File: src/rtl/ifetch_prefetch_queue.sv
// Instruction-fetch prefetcher: credit-limited sequential fetch into an in-order FIFO feeding IF/ID.
// A redirect flushes buffered entries and drops every response still owed by the memory.
module ifetch_prefetch_queue #(
    parameter int unsigned       DEPTH    = 4,
    parameter int unsigned       ADDR_W   = 64,
    parameter logic [ADDR_W-1:0] RESET_PC = '0
) (
    input  logic              clk,
    input  logic              reset,
    output logic              imem_req_valid,
    input  logic              imem_req_ready,
    output logic [ADDR_W-1:0] imem_req_addr,
    input  logic              imem_rsp_valid,
    input  logic [31:0]       imem_rsp_data,
    input  logic              redirect,
    input  logic [ADDR_W-1:0] redirect_pc,
    output logic              id_valid,
    input  logic              id_ready,
    output logic [31:0]       id_instr,
    output logic [ADDR_W-1:0] id_pc
);
    localparam int unsigned   PW      = $clog2(DEPTH);
    localparam int unsigned   CW      = $clog2(DEPTH + 1);
    localparam logic [CW:0]   DEPTH_C = (CW + 1)'(DEPTH);

    typedef struct packed {
        logic [ADDR_W-1:0] pc;
        logic [31:0]       instr;
    } entry_t;

    entry_t            entries [DEPTH];
    logic [ADDR_W-1:0] fetch_pc;
    logic [ADDR_W-1:0] rsp_pc;
    logic [CW-1:0]     count;
    logic [CW-1:0]     inflight;
    logic [CW-1:0]     drop;
    logic [PW-1:0]     wr_ptr;
    logic [PW-1:0]     rd_ptr;

    logic [CW:0]       credits_used;
    logic              req_fire;
    logic              rsp_accept;
    logic              push;
    logic              pop;
    logic [CW-1:0]     inflight_next;

    // NOTE: every signal below is assigned on every path through the block, so nothing here can become a latch.
    always_comb begin
        credits_used   = {1'b0, count} + {1'b0, inflight};
        imem_req_valid = !reset && !redirect && (credits_used < DEPTH_C);
        imem_req_addr  = fetch_pc;
        req_fire       = imem_req_valid && imem_req_ready;
        // A response with nothing outstanding is a protocol error and is ignored entirely.
        rsp_accept     = imem_rsp_valid && (inflight != '0);
        push           = rsp_accept && (drop == '0) && !redirect;
        id_valid       = (count != '0) && !redirect;
        pop            = id_valid && id_ready;
        id_instr       = id_valid ? entries[rd_ptr].instr : '0;
        id_pc          = id_valid ? entries[rd_ptr].pc : '0;
        inflight_next  = inflight + CW'(req_fire) - CW'(rsp_accept);
    end

    // NOTE: state uses non-blocking assignments so every register sees pre-edge values regardless of statement order.
    always_ff @(posedge clk or posedge reset) begin
        if (reset) begin
            fetch_pc <= RESET_PC;
            rsp_pc   <= RESET_PC;
            count    <= '0;
            inflight <= '0;
            drop     <= '0;
            wr_ptr   <= '0;
            rd_ptr   <= '0;
            // NOTE: the entry array is cleared with the control state so no X can ever reach IF/ID.
            for (int unsigned i = 0; i < DEPTH; i++) begin
                entries[i] <= '0;
            end
        end else begin
            inflight <= inflight_next;
            if (redirect) begin
                // Everything still owed by the memory belongs to the old path.
                fetch_pc <= redirect_pc;
                rsp_pc   <= redirect_pc;
                count    <= '0;
                wr_ptr   <= '0;
                rd_ptr   <= '0;
                drop     <= inflight_next;
            end else begin
                if (req_fire) begin
                    fetch_pc <= fetch_pc + ADDR_W'(4);
                end
                if (rsp_accept && (drop != '0)) begin
                    drop <= drop - 1'b1;
                end
                if (push) begin
                    entries[wr_ptr] <= '{pc: rsp_pc, instr: imem_rsp_data};
                    wr_ptr          <= wr_ptr + 1'b1;
                    rsp_pc          <= rsp_pc + ADDR_W'(4);
                end
                if (pop) begin
                    rd_ptr <= rd_ptr + 1'b1;
                end
                count <= count + CW'(push) - CW'(pop);
            end
        end
    end

endmodule

File: config.mk
export PLATFORM = sky130hd
export DESIGN_NAME = ifetch_prefetch_queue
export DESIGN_NICKNAME = d
export VERILOG_FILES = /design/src/rtl/ifetch_prefetch_queue.sv
export SDC_FILE = /design/constraint.sdc
export NUM_CORES = 1
export LEC_CHECK = 0
export CAP_MARGIN = 10
export CELL_PAD_IN_SITES_DETAIL_PLACEMENT = 0
export CELL_PAD_IN_SITES_GLOBAL_PLACEMENT = 1
export CORE_ASPECT_RATIO = 0.8
export CORE_MARGIN = 2
export CORE_UTILIZATION = 30
export CTS_CLUSTER_DIAMETER = 60
export DETAILED_ROUTE_END_ITERATION = 10
export PLACE_DENSITY_LB_ADDON = 0.1
export SYNTH_ARGS = -nofsm -noshare
export SYNTH_HDL_FRONTEND = slang
export SYNTH_SLANG_ARGS = --single-unit
File: constraint.sdc
create_clock -name clk -period 15.7 [get_ports clk]
set_clock_uncertainty 0.05 [all_clocks]
set_input_delay 2.355 -clock clk [delete_from_list [all_inputs] [get_ports clk]]
set_output_delay 2.355 -clock clk [all_outputs]
set_load 0.05 [all_outputs]
==> flow_metrics.tcl, run 1 <==
set metrics [dict create \
    dr.pass1.iters 6 \
    drc_errors 0 \
    die_w_um 329 \
    postCtsHoldBufs 0 \
    regArea_um2 13100 \
    synth_seq_cells 525 \
    port_buffers 263 \
    place.detailed.hpwl_um 51400 \
    ios 264 \
    syn_area_um2 25300 \
    grt_pass1_vias 17800 \
    cts_setup_buffers 0 \
    ant_nets 0 \
    period_needed_ns 7.12 \
    cp_max_fo 99 \
    drive_above_1_share_pct 29.3 \
    avgSynthCellArea_um2 12.8 \
    synth_top_area_share_pct 51.8 \
    hold_violations 0 \
    r2r_cells 14 \
    rrSetupSlack_ns 11.84 \
    ys_seq_area_share_pct 51.8 \
    grt_pass1_wl_um 120000 \
    numCtsBuffers 61 \
    ys.flop_type "dfrtp_1" \
    drv_slew 0 \
    final_cells 3347 \
    required_ns 13.30 \
    maxSlewHeadroom_pct 21.7 \
    critPathKind "input pin to output pin" \
    die-area_um2 86800 \
    htreeDepth 2 \
    crit_path_end_kind "output pin" \
    dr.first_iter.drc_count 1187 \
    yosysTopAreaCell "dfrtp_1" \
    cellPowerDensity_nw_per_um2 154 \
    fill_cells 8122 \
    coreArea_um2 83800 \
    grt_start_max_net_pins 174 \
    synth_fp_nets 2093 \
    design_area_um2 31100 \
    grt_usage_pct 18.3 \
    clk_pin_slew_ns 0.05 \
    vias 17000 \
    cp.arrival_ns 4.72 \
    worstSkewPairLatency_ns 0.64 \
    cts_resized 0 \
    synthCells 1975 \
    totalWireLength_um 79200 \
    start_util_pct 30.2 \
    fmax_mhz 140 \
    min_path_cells 1 \
    cts.sink_count 525 \
    clock_path_buffers 3 \
    async_flop_share_pct 100 \
    post-route-period-util_pct 45.4 \
    wire_per_inst_um 23.7 \
    status "complete, no violations" \
    routabilityCongestion 0.763 \
    yosys_warnings 0 \
    rows 95 \
    tightest_slew_ns 1.17 \
    synth_cell_types 65 \
    root_buffer "clkbuf_16" \
    use_met3_pct 4.02 \
    busiest_layer "met2" \
    hp-class "flip-flop to flip-flop" \
    dpl_cell_area_um2 29000 \
    grt_overflow 0 \
    rsz0062_at_grt "no" \
    globalRouteMet2Util_pct 28.4 \
    synth-edff-count 0 \
    hold_slack_ns 0.449 \
    finalNetCount 2299 \
    finalSetupViolCount 0 \
    vias_per_cell 5.07 \
    antenna_found_initial 3 \
    dp_cells 3232 \
    syn2layout_area_growth_pct 22.9 \
    met1_usage_pct 25.7 \
    die_h_um 264 \
    tritoncts "yes" \
    cap_violations 0 \
    vdd_drop_max_mv 0.100 \
    startpoint_type "input pin" \
    p_leak_uw 0.0133 \
    tns_ns 0 \
    multiInputGateArea_um2 11500 \
    synth_top_cells_by_area "dfrtp_1, mux2_2, mux4_2, and2_1, nand2_1" \
]
==> synthesized netlist by cell type, drive strengths merged, types with 29 or more instances <==
library cell	number
dfrtp	525
mux2	403
nand2	131
and2	107
mux4	96
o21ai	88
clkbuf	86
nand3	67
buf	58
nor2	43
nand4	40
xnor2	38
and3	33
xor2	33
inv	29
==> flip-flops by register name, indices dropped and copies added, names as in the netlist <==
signal         flops
entries          384
rd_ptr             2
inflight           3
count              3
imem_req_addr     64
drop               3
wr_ptr             2
rsp_pc            64
==> final timing paths <==
path                                    startpoint                       end
setup / recovery                          redirect                 id_pc[43]
hold / removal             entries[24]$_DFFE_PP0P_   entries[24]$_DFFE_PP0P_
setup reg to reg                count[2]$_DFF_PP0_       drop[2]$_DFFE_PP0P_
hold reg to reg            entries[24]$_DFFE_PP0P_   entries[24]$_DFFE_PP0P_
max in group asynchronous                    reset  entries[163]$_DFFE_PP0P_
min in group asynchronous                    reset  entries[114]$_DFFE_PP0P_
==> layout by cell type, fill, tap and decap left out, types with 6 or more instances in the layout <==
cell               n
nand2_1          131
nor3_1            16
buf_4             22
inv_1             26
and4_1            21
clkbuf_16         63
a21oi_1           11
nor2_1            41
nand3_1           65
and2_1           106
bufinv_16          6
dfrtp_1          523
or4_1              7
clkbuf_1          11
mux4_2            96
o211ai_1          21
clkbuf_8          14
a31oi_1           18
xor2_1            33
mux2_2           403
ha_1              14
clkdlybuf4s50_1  262
and3_1            29
o21ai_0           84
nand4_1           39
nor4_1            10
clkinv_2          10
or3_1              7
o311ai_0          17
xnor2_1           38
==> worst max-delay path, cell delays in order <==
cell and delay, ns:
buf_4 0.33, nor2_4 0.18, buf_4 0.69, and2_1 0.25, clkdlybuf4s50_1 0.81
==> stage by stage <==
step / total power, uW / setup WS [ns] / util [%]
floorplan: 2860 / 6.16 / -
finish: 4800 / 8.58 / 37.2
global route: 5070 / 8.33 / 37.2
CTS: 4890 / 8.42 / 37.1
global placement: 3330 / 8.55 / 34.6
detailed placement: 3360 / 8.44 / 34.6
==> area by class of cell <==
type | count | area share, %
diodes | 2 | 0.0161
clock buffers | 88 | 5.81
clock inverters | 24 | 0.952
inverters | 29 | 0.362
multi-input cells | 1277 | 37.0
flip-flops and latches | 525 | 42.2
well taps | 1115 | 4.48
repair buffers | 287 | 9.17
==> per-layer routing <==
metal	routed length, um	vias to the layer above	share of wire (%)
li1	-	7646	-
met1	37100	8915	47
met2	36300	305	46
met3	4170	108	5.3
met4	1640	2	2.1
met5	11	-	0.014
==> kinds of logic after synthesis <==
logic type	Yosys count	synth area share, %
flip-flops	525	51.8
AND/OR/NAND/NOR	506	10.9
multiplexers	499	26.4
AO/OA/AOI/OAI	185	4.65
buffers and inverters	173	2.84
XOR/XNOR	71	2.45
adder cells (fa/ha/maj)	16	0.849
==> power breakdown <==
part           total, uW  switching, uW  internal [uW]  leakage (uW)
logic               1430            758            674       0.00533
clock network       1500            603            895       0.00104
registers           1870            227           1640       0.00689
Power figures use the tool's default switching activity.
==> inputs of run 2 (changes only) <==
Clock period 15.7 ns to 7.3 ns, I/O delays scaled along.
==> run 2 against run 1 <==
Power rose by 120%. Sequential power up 110%. Utilization rose by 0.17 points. Die area is the same. Combinational power up 120%. Via count increased by 0.70%. Design area up 0.45%. Clock power rose by 120%. Sequential share of layout area decreased by 0.19 points. Setup slack worse by 6.1 ns. Critical path type is now flip-flop to output pin. Largest power group unchanged. Highest routed layer is now met4.
==> flow_metrics.tcl, run 2 (synthesis results as in run 1) <==
set metrics [dict create \
    vdd_drop_max_mv 0.150 \
    ant_nets 0 \
    post-route-period-util_pct 65.7 \
    period_needed_ns 4.80 \
    grt_pass1_wl_um 121000 \
    start_util_pct 30.2 \
    worstSkewPairLatency_ns 0.61 \
    routabilityCongestion 0.761 \
    ios 264 \
    postCtsHoldBufs 0 \
    drv_slew 0 \
    grt_start_max_net_pins 185 \
    cts.sink_count 525 \
    rows 95 \
    finalSetupViolCount 0 \
    max_stage_delay_ns 1.09 \
    utilization_pct 37.3 \
    hp-class "flip-flop to flip-flop" \
    pre_cts_ws_ns 2.57 \
    crit_path_end_kind "output pin" \
    startpoint_type "flip-flop" \
    totalWireLength_um 79100 \
    fmax_mhz 208 \
    place.detailed.hpwl_um 51200 \
    status "complete, no violations" \
    die_h_um 264 \
    vias_per_cell 5.10 \
    grt_pass1_vias 18300 \
    port_buffers 263 \
    rr_startpoint "count[1]$_DFF_PP0_" \
    coreArea_um2 83800 \
    hold_violations 0 \
    largest_register "entries" \
    clk_pin_slew_ns 0.05 \
    dr.first_iter.drc_count 906 \
    root_buffer "clkbuf_16" \
    r2r_cells 14 \
    grt_overflow 0 \
    antenna_found_initial 6 \
    tritoncts "yes" \
    required_ns 6.15 \
    setup_ws_ns 2.50 \
    htreeDepth 3 \
    most-common-layout-cells "dfrtp_1, mux2_2, clkdlybuf4s50_1, nand2_1, and2_1" \
    drive_above_1_share_pct 29.3 \
    numCtsBuffers 67 \
    vias 17100 \
    clock_path_buffers 3 \
    cp.arrival_ns 3.65 \
    final_common_cell "dfrtp_1" \
    cts_setup_buffers 0 \
    cellPowerDensity_nw_per_um2 333 \
    slowest_stage "dfrtp_4" \
    die_w_um 329 \
    finalNetCount 2306 \
    min_path_cells 1 \
    hp-start "entries[104]$_DFFE_PP0P_" \
    cts_resized 0 \
    crit_chain "buf_4 -> mux4_2 -> and2_1 -> clkdlybuf4s50_1" \
    dr.pass1.iters 7 \
    rsz0062_at_grt "no" \
    die-area_um2 86800 \
    crit_path_start "rd_ptr[1]$_DFFE_PP0P_" \
    largest_reg_flops 384 \
    drc_errors 0 \
    rrSetupSlack_ns 3.56 \
    cp_max_fo 52 \
    grt_usage_pct 18.4 \
    fill_cells 8070 \
    maxSlewHeadroom_pct 26.0 \
    cap_violations 0 \
    p_leak_uw 0.0133 \
    syn2layout_area_growth_pct 23.5 \
    critPathKind "flip-flop to output pin" \
    tightest_slew_ns 1.11 \
    wire_per_inst_um 23.6 \
]
-- run 2: changes by cell type in the layout (fill, tap and decap cells not counted), sizes merged, moves of 2 or more --
cell    before  now
inv         29   32
clkinv      14    9
bufinv       6    4
diode        2    4
clkbuf      88   96
-- run 2: power breakdown --
group          switching, uW  leakage, uW  internal [uW]  total (uW)
clock                   1300      0.00107           2010        3310
combinational           1630      0.00535           1460        3090
sequential               488      0.00689           3530        4020
-- run 2: through the flow --
step	TNS, ns	total power, uW	cell area (um2)	instances	hold WS, ns
after global placement	0	7160	29100	3234	0.434
final	0	10400	31300	3353	0.451
after CTS	0	10600	31300	3349	0.453
after detailed placement	0	7220	29100	3234	0.440
after floorplan	-514.06	6150	25300	1975	0.425
after global routing	0	11000	31300	3352	0.462
-- run 2: layout make-up --
type	instances	area [um2]	area share, %
Antenna cell	4	10.0	0.0320
Sequential cell	525	13100	42.0
Inverter	29	113	0.360
Tap cell	1115	1400	4.46
Multi-Input combinational cell	1277	11500	36.8
Clock buffer	96	1960	6.26
Clock inverter	19	221	0.708
Timing Repair Buffer	288	2920	9.33
-- run 2: path summary, 6_finish.rpt --
kind | end
max | id_pc[44]
min | entries[104]$_DFFE_PP0P_
max reg2reg | drop[2]$_DFFE_PP0P_
min reg2reg | entries[104]$_DFFE_PP0P_
max in group asynchronous | entries[368]$_DFFE_PP0P_
min in group asynchronous | count[2]$_DFF_PP0_
-- run 2: layer usage --
metal	global-route usage, %	up-vias	part of all wire [%]
met5	0	-	0
met4	4.31	0	1.7
met3	4.36	94	5.2
met2	28.7	368	46
met1	25.8	8967	47
li1	-	7666	-
-- run 2: worst max-delay path, delay by kind of cell (launching register included) --
family | cells | cell delay, ns
buf+inv | 2 | 1.26
flops | 1 | 1.09
mux | 1 | 0.44
simple gates | 1 | 0.22
==> inputs of run 3 (changes only) <==
Clock period 7.3 ns to 4.9 ns, I/O delays scaled along.
==> run 3 against run 2 <==
Worst hold slack worse by 0.10 ns. Setup slack worse by 1.5 ns. Design area hardly changed. Global-route usage is 0.20 points lower. Via count is 0.53% higher. Clock power is 38% higher. Clock-buffer cell count is 7 lower. Non-clock buffer count is 14 higher. Flip-flop and latch count stayed put. Critical path depth stayed put. Critical endpoint is now id_pc[1]. Sequential share of layout area hardly changed. Sequential power is 48% higher.
==> flow_metrics.tcl, run 3 (synthesis results as in run 1) <==
set metrics [dict create \
    status "complete, no violations" \
    drive_above_1_share_pct 29.0 \
    p_leak_uw 0.0133 \
    most-common-layout-cells "dfrtp_1, mux2_2, clkdlybuf4s50_1, nand2_1, and2_1" \
    fill_cells 8090 \
    fmax_mhz 255 \
    cts.sink_count 525 \
    postCtsHoldBufs 0 \
    largest_register "entries" \
    tritoncts "yes" \
    largest_reg_flops 384 \
    cap_violations 0 \
    startpoint_type "flip-flop" \
    wire_per_inst_um 23.5 \
    dp_cells 3248 \
    ios 264 \
    die-area_um2 86800 \
    drv_slew 0 \
    crit_buf_inv 2 \
    cp.arrival_ns 3.14 \
    port_buffers 263 \
    grt_start_max_net_pins 106 \
    antenna_found_initial 2 \
    final_common_cell "dfrtp_1" \
    tns_ns 0 \
    finalNetCount 2313 \
    drc_errors 0 \
    routabilityCongestion 0.778 \
    regArea_um2 13100 \
    cp.depth 4 \
    rows 95 \
    die_w_um 329 \
    tightest_slew_ns 1.06 \
    die_h_um 264 \
    cp_max_fo 26 \
    crit_chain "buf_4 -> mux4_2 -> and2_1 -> clkdlybuf4s50_1" \
    cellPowerDensity_nw_per_um2 485 \
    htreeDepth 2 \
    hold_violations 0 \
    vdd_drop_max_mv 0.273 \
    rsz0062_at_grt "no" \
    required_ns 4.12 \
    start_util_pct 30.2 \
    coreArea_um2 83800 \
    grt_pass1_wl_um 120000 \
    clk_pin_slew_ns 0.07 \
    multiInputGateArea_um2 11500 \
    crit_family "buffers and inverters" \
    clock_path_buffers 3 \
    slowest_stage "dfrtp_4" \
    place.detailed.hpwl_um 52700 \
    numCtsBuffers 60 \
    cts_resized 0 \
    cts_setup_buffers 0 \
    finalSetupViolCount 0 \
    final_cells 3351 \
    dr.first_iter.drc_count 961 \
    root_buffer "clkbuf_16" \
    post-route-period-util_pct 80.2 \
    worstSkewPairLatency_ns 0.63 \
    syn2layout_area_growth_pct 23.3 \
    grt_overflow 0 \
    min_path_cells 2 \
    crit_path_end_kind "output pin" \
    grt_pass1_vias 18100 \
    period_needed_ns 3.93 \
    max_stage_delay_ns 0.78 \
    hp-class "input pin to flip-flop" \
    pre_cts_ws_ns 1.26 \
    critPathKind "flip-flop to output pin" \
    maxSlewHeadroom_pct 29.1 \
    r2r_cells 6 \
    totalWireLength_um 78700 \
    ant_nets 0 \
    dr.pass1.iters 7 \
    grt_usage_pct 18.2 \
    utilization_pct 37.3 \
    finalPower_uw 15200 \
    vias 17200 \
    vias_per_cell 5.13 \
    setup_ws_ns 0.972 \
]
## run 3: worst reg2reg max path, cell delays in order, from the launching register on
cell,delay (ns)
dfrtp_1,0.52
nand4_1,0.24
nor2_1,0.55
and4_1,0.72
nand3_1,0.35
or4_1,0.55
o211ai_1,0.10
## run 3: area by class of cell
type                    count  share of cell area [%]
flip-flops and latches    525                    42.1
multi-input cells        1277                    36.9
repair buffers            302                    10.0
clock buffers              89                    5.48
well taps                1115                    4.46
clock inverters            13                   0.741
inverters                  29                   0.360
diodes                      1                 0.00801
## run 3: stage by stage
stage | hold slack, ns | area (um2)
CTS | 0.297 | 31300
global route | 0.329 | 31300
global placement | 0.434 | 29300
detailed placement | 0.440 | 29300
floorplan | 0.425 | 25300
finish | 0.348 | 31300
## run 3: per-layer routing
layer	global-route usage, %	up-vias	wire length [um]
li1	-	7665	-
met1	26.6	9076	37900
met2	28.2	346	36000
met3	3.09	98	3450
met4	3.85	0	1370
met5	0	-	0
## run 3: worst paths after layout
check / startpoint / to / slack, ns
max: rd_ptr[1]$_DFFE_PP0P_ / id_pc[1] / 0.97
min: redirect / count[2]$_DFF_PP0_ / 0.35
max reg2reg: imem_req_addr[14]$_DFFE_PP0N_ / imem_req_addr[63]$_DFFE_PP0N_ / 1.74
min reg2reg: entries[304]$_DFFE_PP0P_ / entries[304]$_DFFE_PP0P_ / 0.45
max in group asynchronous: reset / entries[293]$_DFFE_PP0P_ / 2.94
min in group asynchronous: reset / imem_req_addr[5]$_DFFE_PP0N_ / 0.67
## run 3: power breakdown
| group | switching [uW] | internal (uW) |
|---|---|---|
| combinational | 2460 | 2200 |
| clock | 1870 | 2700 |
| sequential | 676 | 5260 |
